<file path="src/rtl/uart_pkg.sv">
// Shared UART definitions: one baud constant for both ends of the link and
// the receiver state encoding.
package uart_pkg;

  localparam int unsigned CLKS_PER_BIT_DEFAULT = 32'd1250;

  typedef enum logic [2:0] {
    ST_IDLE  = 3'd0,
    ST_START = 3'd1,
    ST_DATA  = 3'd2,
    ST_STOP  = 3'd3,
    ST_BREAK = 3'd4
  } rx_state_t;

endpackage

</file>
<file path="src/rtl/uart_rx_if.sv">
// Receive-side UART bundle: serial line in, byte and strobes out.
// The master modport is the receiver itself; slave is the pin driver / consumer.
interface uart_rx_if;
  logic       i_rx_serial;
  logic [7:0] o_data;
  logic       o_valid;
  logic       o_frame_err;
  logic       o_busy;

  modport master (
    input  i_rx_serial,
    output o_data,
    output o_valid,
    output o_frame_err,
    output o_busy
  );

  modport slave (
    output i_rx_serial,
    input  o_data,
    input  o_valid,
    input  o_frame_err,
    input  o_busy
  );
endinterface

</file>
<file path="src/rtl/uart_rx_sync.sv">
// Two-flop synchroniser for an asynchronous input pin, with a selectable
// reset value so an idle-high line does not look active out of reset.
module uart_rx_sync #(
  parameter logic RESET_VAL = 1'b1
) (
  input  logic clk,
  input  logic rst,
  input  logic d,
  output logic q
);

  logic meta;

  // Metastability filter: meta captures the raw pin, q is safe to use.
  always_ff @(posedge clk) begin
    if (rst) begin
      meta <= RESET_VAL;
      q    <= RESET_VAL;
    end else begin
      meta <= d;
      q    <= meta;
    end
  end

endmodule

</file>
<file path="src/rtl/uart_rx.sv">
// 8N1 UART receiver: mid-bit start validation, centre sampling of 8 data bits
// LSB first, stop-bit check, and break suppression after a framing error.
module uart_rx
  import uart_pkg::*;
#(
  parameter int unsigned CLKS_PER_BIT = CLKS_PER_BIT_DEFAULT
) (
  input  logic     clk,
  input  logic     rst,
  uart_rx_if.master bus
);

  localparam int unsigned CW = $clog2(CLKS_PER_BIT);
  localparam logic [CW-1:0] HALF = CW'((CLKS_PER_BIT - 32'd1) / 32'd2);
  localparam logic [CW-1:0] LAST = CW'(CLKS_PER_BIT - 32'd1);

  rx_state_t     state;
  logic [CW-1:0] cnt;
  logic [2:0]    idx;
  logic [7:0]    shift;
  logic [7:0]    data_r;
  logic          valid_r;
  logic          err_r;
  logic          busy_r;
  logic          rx_s;

  uart_rx_sync #(.RESET_VAL(1'b1)) u_sync (
    .clk (clk),
    .rst (rst),
    .d   (bus.i_rx_serial),
    .q   (rx_s)
  );

  // Frame FSM; busy is tracked alongside each transition so it stays a flop.
  always_ff @(posedge clk) begin
    if (rst) begin
      state   <= ST_IDLE;
      cnt     <= '0;
      idx     <= 3'd0;
      shift   <= 8'h00;
      data_r  <= 8'h00;
      valid_r <= 1'b0;
      err_r   <= 1'b0;
      busy_r  <= 1'b0;
    end else begin
      valid_r <= 1'b0;
      err_r   <= 1'b0;
      case (state)
        ST_IDLE: begin
          cnt <= '0;
          if (!rx_s) begin
            state  <= ST_START;
            busy_r <= 1'b1;
          end
        end
        ST_START: begin
          if (cnt == HALF) begin
            cnt <= '0;
            idx <= 3'd0;
            if (!rx_s) begin
              state <= ST_DATA;
            end else begin
              // Start bit did not survive to mid-bit: treat as a glitch.
              state  <= ST_IDLE;
              busy_r <= 1'b0;
            end
          end else begin
            cnt <= cnt + CW'(1);
          end
        end
        ST_DATA: begin
          if (cnt == LAST) begin
            shift[idx] <= rx_s;
            cnt        <= '0;
            idx        <= idx + 3'd1;
            if (idx == 3'd7) begin
              state <= ST_STOP;
            end
          end else begin
            cnt <= cnt + CW'(1);
          end
        end
        ST_STOP: begin
          if (cnt == LAST) begin
            cnt <= '0;
            if (rx_s) begin
              data_r  <= shift;
              valid_r <= 1'b1;
              state   <= ST_IDLE;
              busy_r  <= 1'b0;
            end else begin
              err_r <= 1'b1;
              state <= ST_BREAK;
            end
          end else begin
            cnt <= cnt + CW'(1);
          end
        end
        ST_BREAK: begin
          // A held-low line must not be decoded as a stream of 0x00 frames.
          cnt <= '0;
          if (rx_s) begin
            state  <= ST_IDLE;
            busy_r <= 1'b0;
          end
        end
        default: begin
          state  <= ST_IDLE;
          cnt    <= '0;
          busy_r <= 1'b0;
        end
      endcase
    end
  end

  assign bus.o_data      = data_r;
  assign bus.o_valid     = valid_r;
  assign bus.o_frame_err = err_r;
  assign bus.o_busy      = busy_r;

endmodule

</file>
<file path="src/flat_wrapper.sv">
// flat-port wrapper written by rule: the top's interface ports become plain ports
module uart_rx_flat import uart_pkg::*;
#(
  parameter int unsigned CLKS_PER_BIT = CLKS_PER_BIT_DEFAULT
)
  (clk, rst, bus_i_rx_serial, bus_o_data, bus_o_valid, bus_o_frame_err, bus_o_busy);
  uart_rx_if bus_i ();
  input  logic clk;
  input  logic rst;
  input wire logic [$bits(bus_i.i_rx_serial)-1:0] bus_i_rx_serial;
  output wire logic [$bits(bus_i.o_data)-1:0] bus_o_data;
  output wire logic [$bits(bus_i.o_valid)-1:0] bus_o_valid;
  output wire logic [$bits(bus_i.o_frame_err)-1:0] bus_o_frame_err;
  output wire logic [$bits(bus_i.o_busy)-1:0] bus_o_busy;
  assign bus_i.i_rx_serial = bus_i_rx_serial;
  assign bus_o_data = bus_i.o_data;
  assign bus_o_valid = bus_i.o_valid;
  assign bus_o_frame_err = bus_i.o_frame_err;
  assign bus_o_busy = bus_i.o_busy;
  uart_rx #(.CLKS_PER_BIT(CLKS_PER_BIT)) u_core (.clk(clk), .rst(rst), .bus(bus_i));
endmodule
</file>
<file path="config.mk">
export PLATFORM = sky130hd
export DESIGN_NAME = uart_rx_flat
export DESIGN_NICKNAME = d
export VERILOG_FILES = /design/src/rtl/uart_pkg.sv /design/src/rtl/uart_rx_if.sv /design/src/rtl/uart_rx_sync.sv /design/src/rtl/uart_rx.sv /design/src/flat_wrapper.sv
export SDC_FILE = /design/constraint.sdc
export NUM_CORES = 1
export LEC_CHECK = 0
export CAP_MARGIN = 20
export CORE_MARGIN = 10
export CORE_UTILIZATION = 45
export DETAILED_ROUTE_END_ITERATION = 10
export GPL_TIMING_DRIVEN = 0
export PLACE_DENSITY_LB_ADDON = 0.3
export SLEW_MARGIN = 20
export SYNTH_ARGS = -nofsm -noshare
export SYNTH_HDL_FRONTEND = slang
export SYNTH_SLANG_ARGS = --single-unit
</file>
<file path="constraint.sdc">
create_clock -name clk -period 1.8 [get_ports clk]
set_clock_uncertainty 0.15 [all_clocks]
set_input_delay 0.36 -clock clk [delete_from_list [all_inputs] [get_ports clk]]
set_output_delay 0.36 -clock clk [all_outputs]
set_load 0.01 [all_outputs]
</file>
# == Word-level counts from Yosys, hierarchy flattened ==
# Index checks and enable logic that the tools add are counted.
# word_totals
register_bits,38
input_bits,3
word_cells,65
# op_classes
addsub,2
order_cmp,2
n_eq_ne,13
mux,25
n_bitwise,3
n_reduce_logical,10
# op_table
operator,count
3-bit 2-to-1 mux,9
11-bit 2-to-1 mux,2
11-bit one-hot mux with 2 select lines,1
3-bit one-hot mux with 5 select lines,1
11-bit by 1-bit adder with 11-bit output (second input constant),1
11-bit by 10-bit == test with 1-bit output (second input constant),1
11-bit == test (second input constant),1
8-bit bitwise mux,1
2-bit by 1-bit inequality test with 1-bit output (second input constant),4
1-bit 2-to-1 mux,7
3-bit by 2-bit == test with 1-bit output (second input constant),2
3-bit == test (second input constant),2
3-bit one-hot mux with 2 select lines,1
3-bit AND reduction,2
6-bit AND reduction,1
1-bit one-hot mux with 5 select lines,1
3-bit by 4-bit less-than comparator with 1-bit output (second input constant),1
2-bit inequality test (second input constant),2
4-bit AND reduction,1
3-bit by 1-bit adder with 3-bit output (second input constant),1
1-bit demux with 3-bit select,1
3-bit by 1-bit == test with 1-bit output (second input constant),1
3-bit by 1-bit >= comparator with 1-bit output (second input constant),1
3-bit logical NOT,1
7 further kinds,9

# == Logic depth before layout (Yosys ltp) ==
# logic_depth
ltp_word,5
ltp_mapped,8
mapped_depth_nobuf,7

# == Hierarchy ==
# Synthesis repeated with hierarchy kept, for this count alone.
# hier_totals
cells_unflattened,209
area_unflattened_um2,1868.0
# modules_own_cells
module,n_inst,cells_each,area_each_um2,seq_area_each_um2
uart_rx,1,205,1815.5,720.7
uart_rx_sync,1,4,52.6,40.0

# == Worst setup path before layout ==
# OpenSTA, ideal clock, no wires.
# synth_path
kind,reg2reg
from,register u_core.cnt[3]
to,register u_core.state[1]
setup_time_ns,0.087
t_arrival_ns,1.653
path_slack_ns,-0.090
path_stages_with_launch,5
path_buffers,0
path_cell_list,dfxtp_1 > or3_1 > o31a_1 > or4_1 > o31ai_1
# synth_via
elab_chain_len,3
word_cells_on_any_way,6
cone_classes,5 x eq/ne; 1 x reduce/logical
# synth_lines
element,line,rtl
"start, declared",uart_rx.sv:18,logic [CW-1:0] cnt;
"start signal, assigned",uart_rx.sv:68,cnt <= cnt + CW'(1);
"start signal, assigned",uart_rx.sv:80,cnt <= cnt + CW'(1);
"start signal, assigned",uart_rx.sv:96,cnt <= cnt + CW'(1);
11-bit == test / 11-bit by 10-bit == test with 1-bit output (equally long branches),"uart_rx.sv:72, uart_rx.sv:84, uart_rx.sv:57",
2-bit by 1-bit inequality test with 1-bit output (no source line),n/a,
6-bit AND reduction (no source line) (*),n/a,
"end signal, assigned",uart_rx.sv:77,state <= ST_STOP;
"end signal, assigned",uart_rx.sv:89,state <= ST_IDLE;
"end signal, assigned",uart_rx.sv:93,state <= ST_BREAK;
"end, declared",uart_rx.sv:17,rx_state_t state;
# Mark *: on every way between the ends. The rest lies on a longest branch, timed or not.
# A chain may end at the register's enable or synchronous reset.

# == Worst setup path in the final report ==
# layout_path
from,register u_core.state[0]
to,register u_core.shift[0]
# layout_via
elab_chain_len,2
# layout_lines
element,line,rtl
"start signal, assigned",uart_rx.sv:37,state <= ST_IDLE;
"start signal, assigned",uart_rx.sv:52,state <= ST_START;
"start signal, assigned",uart_rx.sv:61,state <= ST_DATA;
3-bit by 2-bit == test with 1-bit output,uart_rx.sv:48,case (state)
2-bit AND reduction (no source line),n/a,
"end signal, assigned by index",uart_rx.sv:73,shift[idx] <= rx_s;
"end, declared",uart_rx.sv:20,logic [7:0] shift;
# No other way between the ends.

==> run_results.csv <==
group,metric,value,unit
timing,worst_pin_slew,0.5190,ns
setup_path,timing.rr.end,"u_core.shift[0]$_SDFFE_PP0P_",
drt,ant_nets,0,
grt,track_usage,11.00,%
grt,grt_pass1_vias,1288,
yosys,ys_seq_elements,38,
drt,drt_first_iter_violations,77,
power_and_ir_drop,pwr-share-seq,53.0,%
drt,vias_per_cell,5.317,
drt,wl_per_cell,13.42,µm
timing,post-route-min-period,1.957,ns
timing,hold_ws,0.2623,ns
finish,drive_gt1_share,23.18,%
finish,antennaDiodeCount,0,
power_and_ir_drop,p_comb_share,2.9,%
timing,fin_crit_sh,108.7,%
placed_design,dp_hpwl,2.279,mm
setup_path,critPathKind,"reg -> reg",
setup_path,worst_r2r_path_depth,7,
setup_path,path_max_fanout,7,
yosys,async_flop_share,0,%
die,die_w,81.18,µm
power_and_ir_drop,p_leak,0.7494,nW
placed_design,pre_cts_ws,-0.1687,ns
yosys,ys_seq_area_share,45.17,%
clock_network,clock_path_buffers,2,
yosys,syn_area,1684,µm²
min_path,min-delay-start,"u_core.u_sync.meta$_SDFF_PP1_",
power_and_ir_drop,max-vdd-ir-drop,0.5307,mV
finish,nFillCells,340,
die,die-area,6589,µm²
yosys,synth.largest_area_cell,"dfxtp_1",
finish,fin_area,2198,µm²
job,max-cap-violations,0,
yosys,synth_top_area_share,45.17,%
clock_network,clk_latency,0.29,ns
drt,drc,0,
timing,hold_violations,0,
yosys,synthTopCellsByArea,"dfxtp_1 45%, nor2_1 6.2%, mux2i_1 5.9%",
clock_network,clk_pin_slew,0.07,ns
outcome,violations,"negative setup slack",
power_and_ir_drop,power_frac_clock,44.0,%
setup_path,cp-end-kind,"register",
die,row_count,22,
clock_network,cts_root_buf,"clkbuf_8",
grt,antenna_found_initial,0,
power_and_ir_drop,p_total,1.599,mW
grt,grt_max_degree,12,
yosys,ys_top_cells_by_count,"38 x dfxtp_1, 28 x nor2_1, 12 x a21oi_1",
min_path,hold_path.class,"reg -> reg",
finish,nets,227,
yosys,synth_edf_count,0,
die,die_h,81.18,µm
power_and_ir_drop,switching_share,20.20,%
placed_design,placedInstanceArea,1892,µm²
setup_path,required,1.87,ns
drt,drt-total-wl,3.596,mm
yosys,syn-num-nets,198,
setup_path,critPathArrivalTime,2.03,ns
clock_network,cts_hold_buf,0,
grt,grt_remaining_overflow,0,
drt,num_vias,1425,
yosys,yosys_warnings,0,
setup_path,start_kind,"register",
die,ios,14,
min_path,hold_end,"u_core.u_sync.q$_SDFF_PP1_",
timing,slew_headroom,65.40,%
setup_path,rrSetupSlack,-0.16,ns
die,start_util,46.35,%
power_and_ir_drop,p_int,1.276,mW
clock_network,cts_max_level,2,
timing,rsz0062_at_grt,"yes",
timing,timing_max_transition_violations_final,0,
finish,synthToLayoutAreaGrowth,30.54,%
placed_design,portBuffers,13,
drt,firstDrtPassIters,4,
min_path,whs_path_depth,1,
grt,grt_pass1_wl,5.727,mm
outcome,status,"complete, but fails checks",
power_and_ir_drop,powerDensity,727.5,nW/µm²
yosys,syn-mean-instance-area,8.864,µm²
placed_design,gp_congestion,0.8360,
timing,setup_viol,15,
clock_network,clock_sinks,38,
clock_network,numCtsBuffers,5,
timing,setup_ws,-0.1571,ns
power_and_ir_drop,switching_power,0.3231,mW
yosys,synth.most_common_cell,"dfxtp_1",
setup_path,worstReg2RegStart,"u_core.state[0]$_SDFFE_PP0P_",
clock_network,tritoncts,"done",
yosys,synthDistinctLibCells,37,
yosys,netlist_instances,190,
timing,max_freq,511.0,MHz
yosys,synth-main-ff-cell,"dfxtp_1",
die,core_area,3633,µm²
[per-layer routing]
metal	vias up	global-route usage, %	share of wire, %
li1	721	-	-
met1	674	11.95	44
met2	21	18.79	49
met3	9	3.642	4.3
met4	0	5.536	2.7
met5	-	0	0
[through the flow]
stage / instances / TNS (ns) / util, %
after floorplan: 190 / -0.01490 / -
after global placement: 251 / -4.143 / 52.07
after detailed placement: 251 / -4.376 / 52.07
after CTS: 265 / -1.260 / 57.13
after global routing: 268 / -2.750 / 60.50
final: 268 / -0.7825 / 60.50
[cells in the final DEF, fill, tap and decap left out, types with 5 or more instances in the layout]
cell type / n
clkbuf_1: 6
clkdlybuf4s50_1: 13
buf_4: 10
mux2i_1: 10
nor2_1: 28
clkbuf_8: 5
xnor2_1: 6
a21oi_1: 8
dfxtp_1: 31
nand2_1: 9
dfxtp_2: 6
nand3_1: 10
[cell type report]
class                      instances  area (µm²)  share of cell area [%]
buffer                             8       56.30                   2.561
clock buffer                       7       76.32                   3.472
clock inverter                     1       30.03                   1.366
inverter                           6       25.02                   1.138
multi-input combinational        137       969.7                   44.11
sequential                        38       772.0                   35.12
tap                               48       60.06                   2.732
timing repair buffer              23       209.0                   9.505
[power groups by stage]
stage               logic [mW]  clock network (mW)  registers, mW
finish                  0.0469               0.704          0.848
global route            0.0515               0.760          0.848
CTS                     0.0452               0.716          0.846
detailed placement      0.0437                   0          0.867
global placement        0.0439                   0          0.867
floorplan               0.0285                   0          0.867
[state kept, by name, indices dropped and copies added (netlist names)]
| register | flops |
|---|---|
| u_core.idx | 3 |
| u_core.u_sync.q | 1 |
| u_core.u_sync.meta | 1 |
| u_core.bus.o_valid | 1 |
| u_core.state | 3 |
| u_core.cnt | 11 |
| u_core.shift | 8 |
| u_core.bus.o_frame_err | 1 |
| u_core.bus.o_data | 8 |
| u_core.bus.o_busy | 1 |
[cells by family (layout without fill, tap and decap cells)]
family	Yosys count	count (layout)	synth area share [%]
and+or+nand+nor	85	85	26.82
AOI/OAI and AO/OA	28	28	9.510
muxes	10	10	5.944
xor gates and xnor gates	9	9	4.681
adders and majority gates	5	5	3.715
DFF	38	38	45.17
buffers and inverters	15	45	4.161
[worst max path at each step]
stage	start	endpoint	slack, ns
global route	u_core.cnt[1]$_SDFF_PP0_	u_core.state[0]$_SDFFE_PP0P_	-0.24
floorplan	u_core.cnt[8]$_SDFF_PP0_	u_core.state[1]$_SDFFE_PP0P_	-0.01
global placement	u_core.cnt[0]$_SDFF_PP0_	u_core.shift[0]$_SDFFE_PP0P_	-0.16
detailed placement	u_core.cnt[0]$_SDFF_PP0_	u_core.bus.o_data[5]$_SDFFE_PP0P_	-0.17
CTS	u_core.cnt[3]$_SDFF_PP0_	u_core.shift[0]$_SDFFE_PP0P_	-0.14
finish	u_core.state[0]$_SDFFE_PP0P_	u_core.shift[0]$_SDFFE_PP0P_	-0.16
[critical path: stages, from the launching register on]
cell and delay [ns]:
dfxtp_1 0.30, clkbuf_1 0.18, nor3b_2 0.29, and4_1 0.24, buf_6 0.12, nand2b_4 0.07, or4_4 0.43, a21oi_2 0.12
[timing repair]
item | in CTS | in global routing
endpoints found under the setup margin | 23 | 30
resized for setup | 10 | 31
buffers inserted | 5 | 4
endpoints found under the hold margin | 0 | 0
pin swaps | 1 | 5
gates cloned | 1 | 0
(Power assumes the default switching activity.)
==> patch, RTL diff (same flow settings) <==
`CLKS_PER_BIT_DEFAULT`: 32'd1250 -> 32'd2500.
--- a/src/rtl/uart_pkg.sv
+++ b/src/rtl/uart_pkg.sv
@@ -3,5 +3,5 @@
 package uart_pkg;
 
-  localparam int unsigned CLKS_PER_BIT_DEFAULT = 32'd1250;
+  localparam int unsigned CLKS_PER_BIT_DEFAULT = 32'd2500;
 
   typedef enum logic [2:0] {
Check against the original RTL: same outputs for any inputs over 10 cycles, from zero or initial values and one cycle with rst high; that may be too few to reach the edited logic, so the function may still have changed.
==> patch against the unedited design <==
The run still ends with negative setup slack left; routed wire length rose by 5.6%; sequential cell count rose by 1; first-iteration DRC count rose by 6.5%; worst setup slack got worse by 0.67 ns; cell area rose by 7.5%; final cell count rose by 4.9%; total power fell by 3.4%; sequential share of layout area fell by 1.8 points; via count rose by 2.3%; synthesized area rose by 7.1%; largest power group unchanged.
==> patch: results (changes against the unedited design) <==
status - complete, but fails checks
failing checks - negative setup slack
share of the synthesized area in the top cell type - 43.3% (-1.9 points)
Tot GR Track Use - 11.1% (+0.10 points)
Final non-clock buffer share - 14.6% (+2.5 points)
met1 usage - 13.5% (+1.6 points)
multiplexer share of the synthesized area - 11.1% (+5.2 points)
CP arrival - 2.64 ns (+0.61 ns)
Fin Setup TNS - -22.56 ns (-21.78 ns)
Synth Area in Adders - 2.78% (-0.94 points)
Reg power frac - 56.4% (+3.4 points)
placed inst area - 2010 um^2 (+6.2%)
fin nets - 240 (+5.7%)
sequential share of the synthesized area - 43.3% (-1.9 points)
Peak VDD IR - 0.355 mV (-33%)
post-layout util - 62.7% (+2.2 points)
synth unique cells - 36 (-2.7%)
met3 usage - 4.59% (+0.95 points)
Fill cells - 299 (-12%)
instance count of the mapped netlist - 199 (+4.7%)
CTS buffer count - 5 (unchanged)
syn_nets - 206 (+4.0%)
slowest stage delay, CP - 0.54 ns (+0.11 ns)
Clock Network Area Fraction - 3.71% (-1.1 points)
xor and xnor area share after synthesis - 4.86% (+0.18 points)
Max Root-Sink Buffers - 2 (unchanged)
leakage - 0.839 nW (+12%)
Detail Placement HPWL - 2410 um (+5.6%)
ranking of synthesized cells by area - dfxtp_1 (43%), mux2i_1 (11%), nor2_1 (7.3%)
Crit-path slowest cell - or4b_4
switch share - 22.4% (+2.2 points)
Vias/cell - 5.19 (-2.4%)
Setup-failing EPs final - 37 (+22)
max reg flops - 12 (+1)
post-CTS setup buffer count - 9 (+4)
met2 usage - 16.3% (-2.4 points)
multi-input gate share of the layout cell area - 45.6% (+1.5 points)
first-pass GRT wire length - 6540 um (+14%)
multi-input logic cell count - 146 (+6.6%)
relative slew slack - 66.2% (+0.84 points)
Synth Area in Compound Gates - 4.86% (-4.7 points)
Final WS setup - -0.822 ns (-0.665 ns)
initial detailed-routing violation count - 82 (+6.5%)
post-cts gate resize count - 23 (+13)
gp weighted congestion - 0.860 (+2.9%)
Non-clk bufs - 39 (+26%)
layout cells sized above 1 - 24.0% (+0.85 points)
Inverters, non-clock - 2 (-4)
worst-path maximum fanout - 3 (-4)
Placed Instances - 260 (+3.6%)
patch: cell count changes after synthesis, moves of 3 or more:
cell,unedited run,this run
nor3_1,6,11
nand2b_1,4,17
nand4_1,4,1
inv_1,6,2
o21ai_0,9,3
a21oi_1,12,3
mux2i_1,10,20
or3_1,3,0
nor4_1,0,3
nand3_1,10,6
nor2_1,28,35
patch: worst paths after layout:
check                                 from  cells after the start                           end  slack, ns
min reg2reg  u_core.u_sync.meta$_SDFF_PP1_                      1    u_core.u_sync.q$_SDFF_PP1_       0.26
max               u_core.cnt[4]$_SDFF_PP0_                      5  u_core.shift[4]$_SDFFE_PP0P_      -0.82
min          u_core.u_sync.meta$_SDFF_PP1_                      1    u_core.u_sync.q$_SDFF_PP1_       0.26
max reg2reg       u_core.cnt[4]$_SDFF_PP0_                      5  u_core.shift[4]$_SDFFE_PP0P_      -0.82
patch: power by group through the flow:
stage / Sequential, mW / Combinational (mW) / Clock (mW)
after floorplan: 0.893 / 0.0401 / 0
after global placement: 0.893 / 0.0615 / 0
after detailed placement: 0.893 / 0.0612 / 0
after CTS: 0.871 / 0.0692 / 0.623
after global routing: 0.872 / 0.0768 / 0.658
final: 0.872 / 0.0708 / 0.602
patch: layer usage:
| metal | vias to the layer above | routed length, um |
|---|---|---|
| li1 | 753 | - |
| met1 | 673 | 1870 |
| met2 | 22 | 1670 |
| met3 | 10 | 172 |
| met4 | 0 | 91 |
| met5 | - | 0 |
patch: per-stage QoR:
stage          hold WS, ns  setup WS [ns]
6_report             0.257         -0.822
5_1_grt              0.295         -0.865
4_1_cts              0.255         -0.920
3_5_place_dp         0.245          -1.05
3_3_place_gp         0.243          -1.04
2_1_floorplan        0.239         -0.929
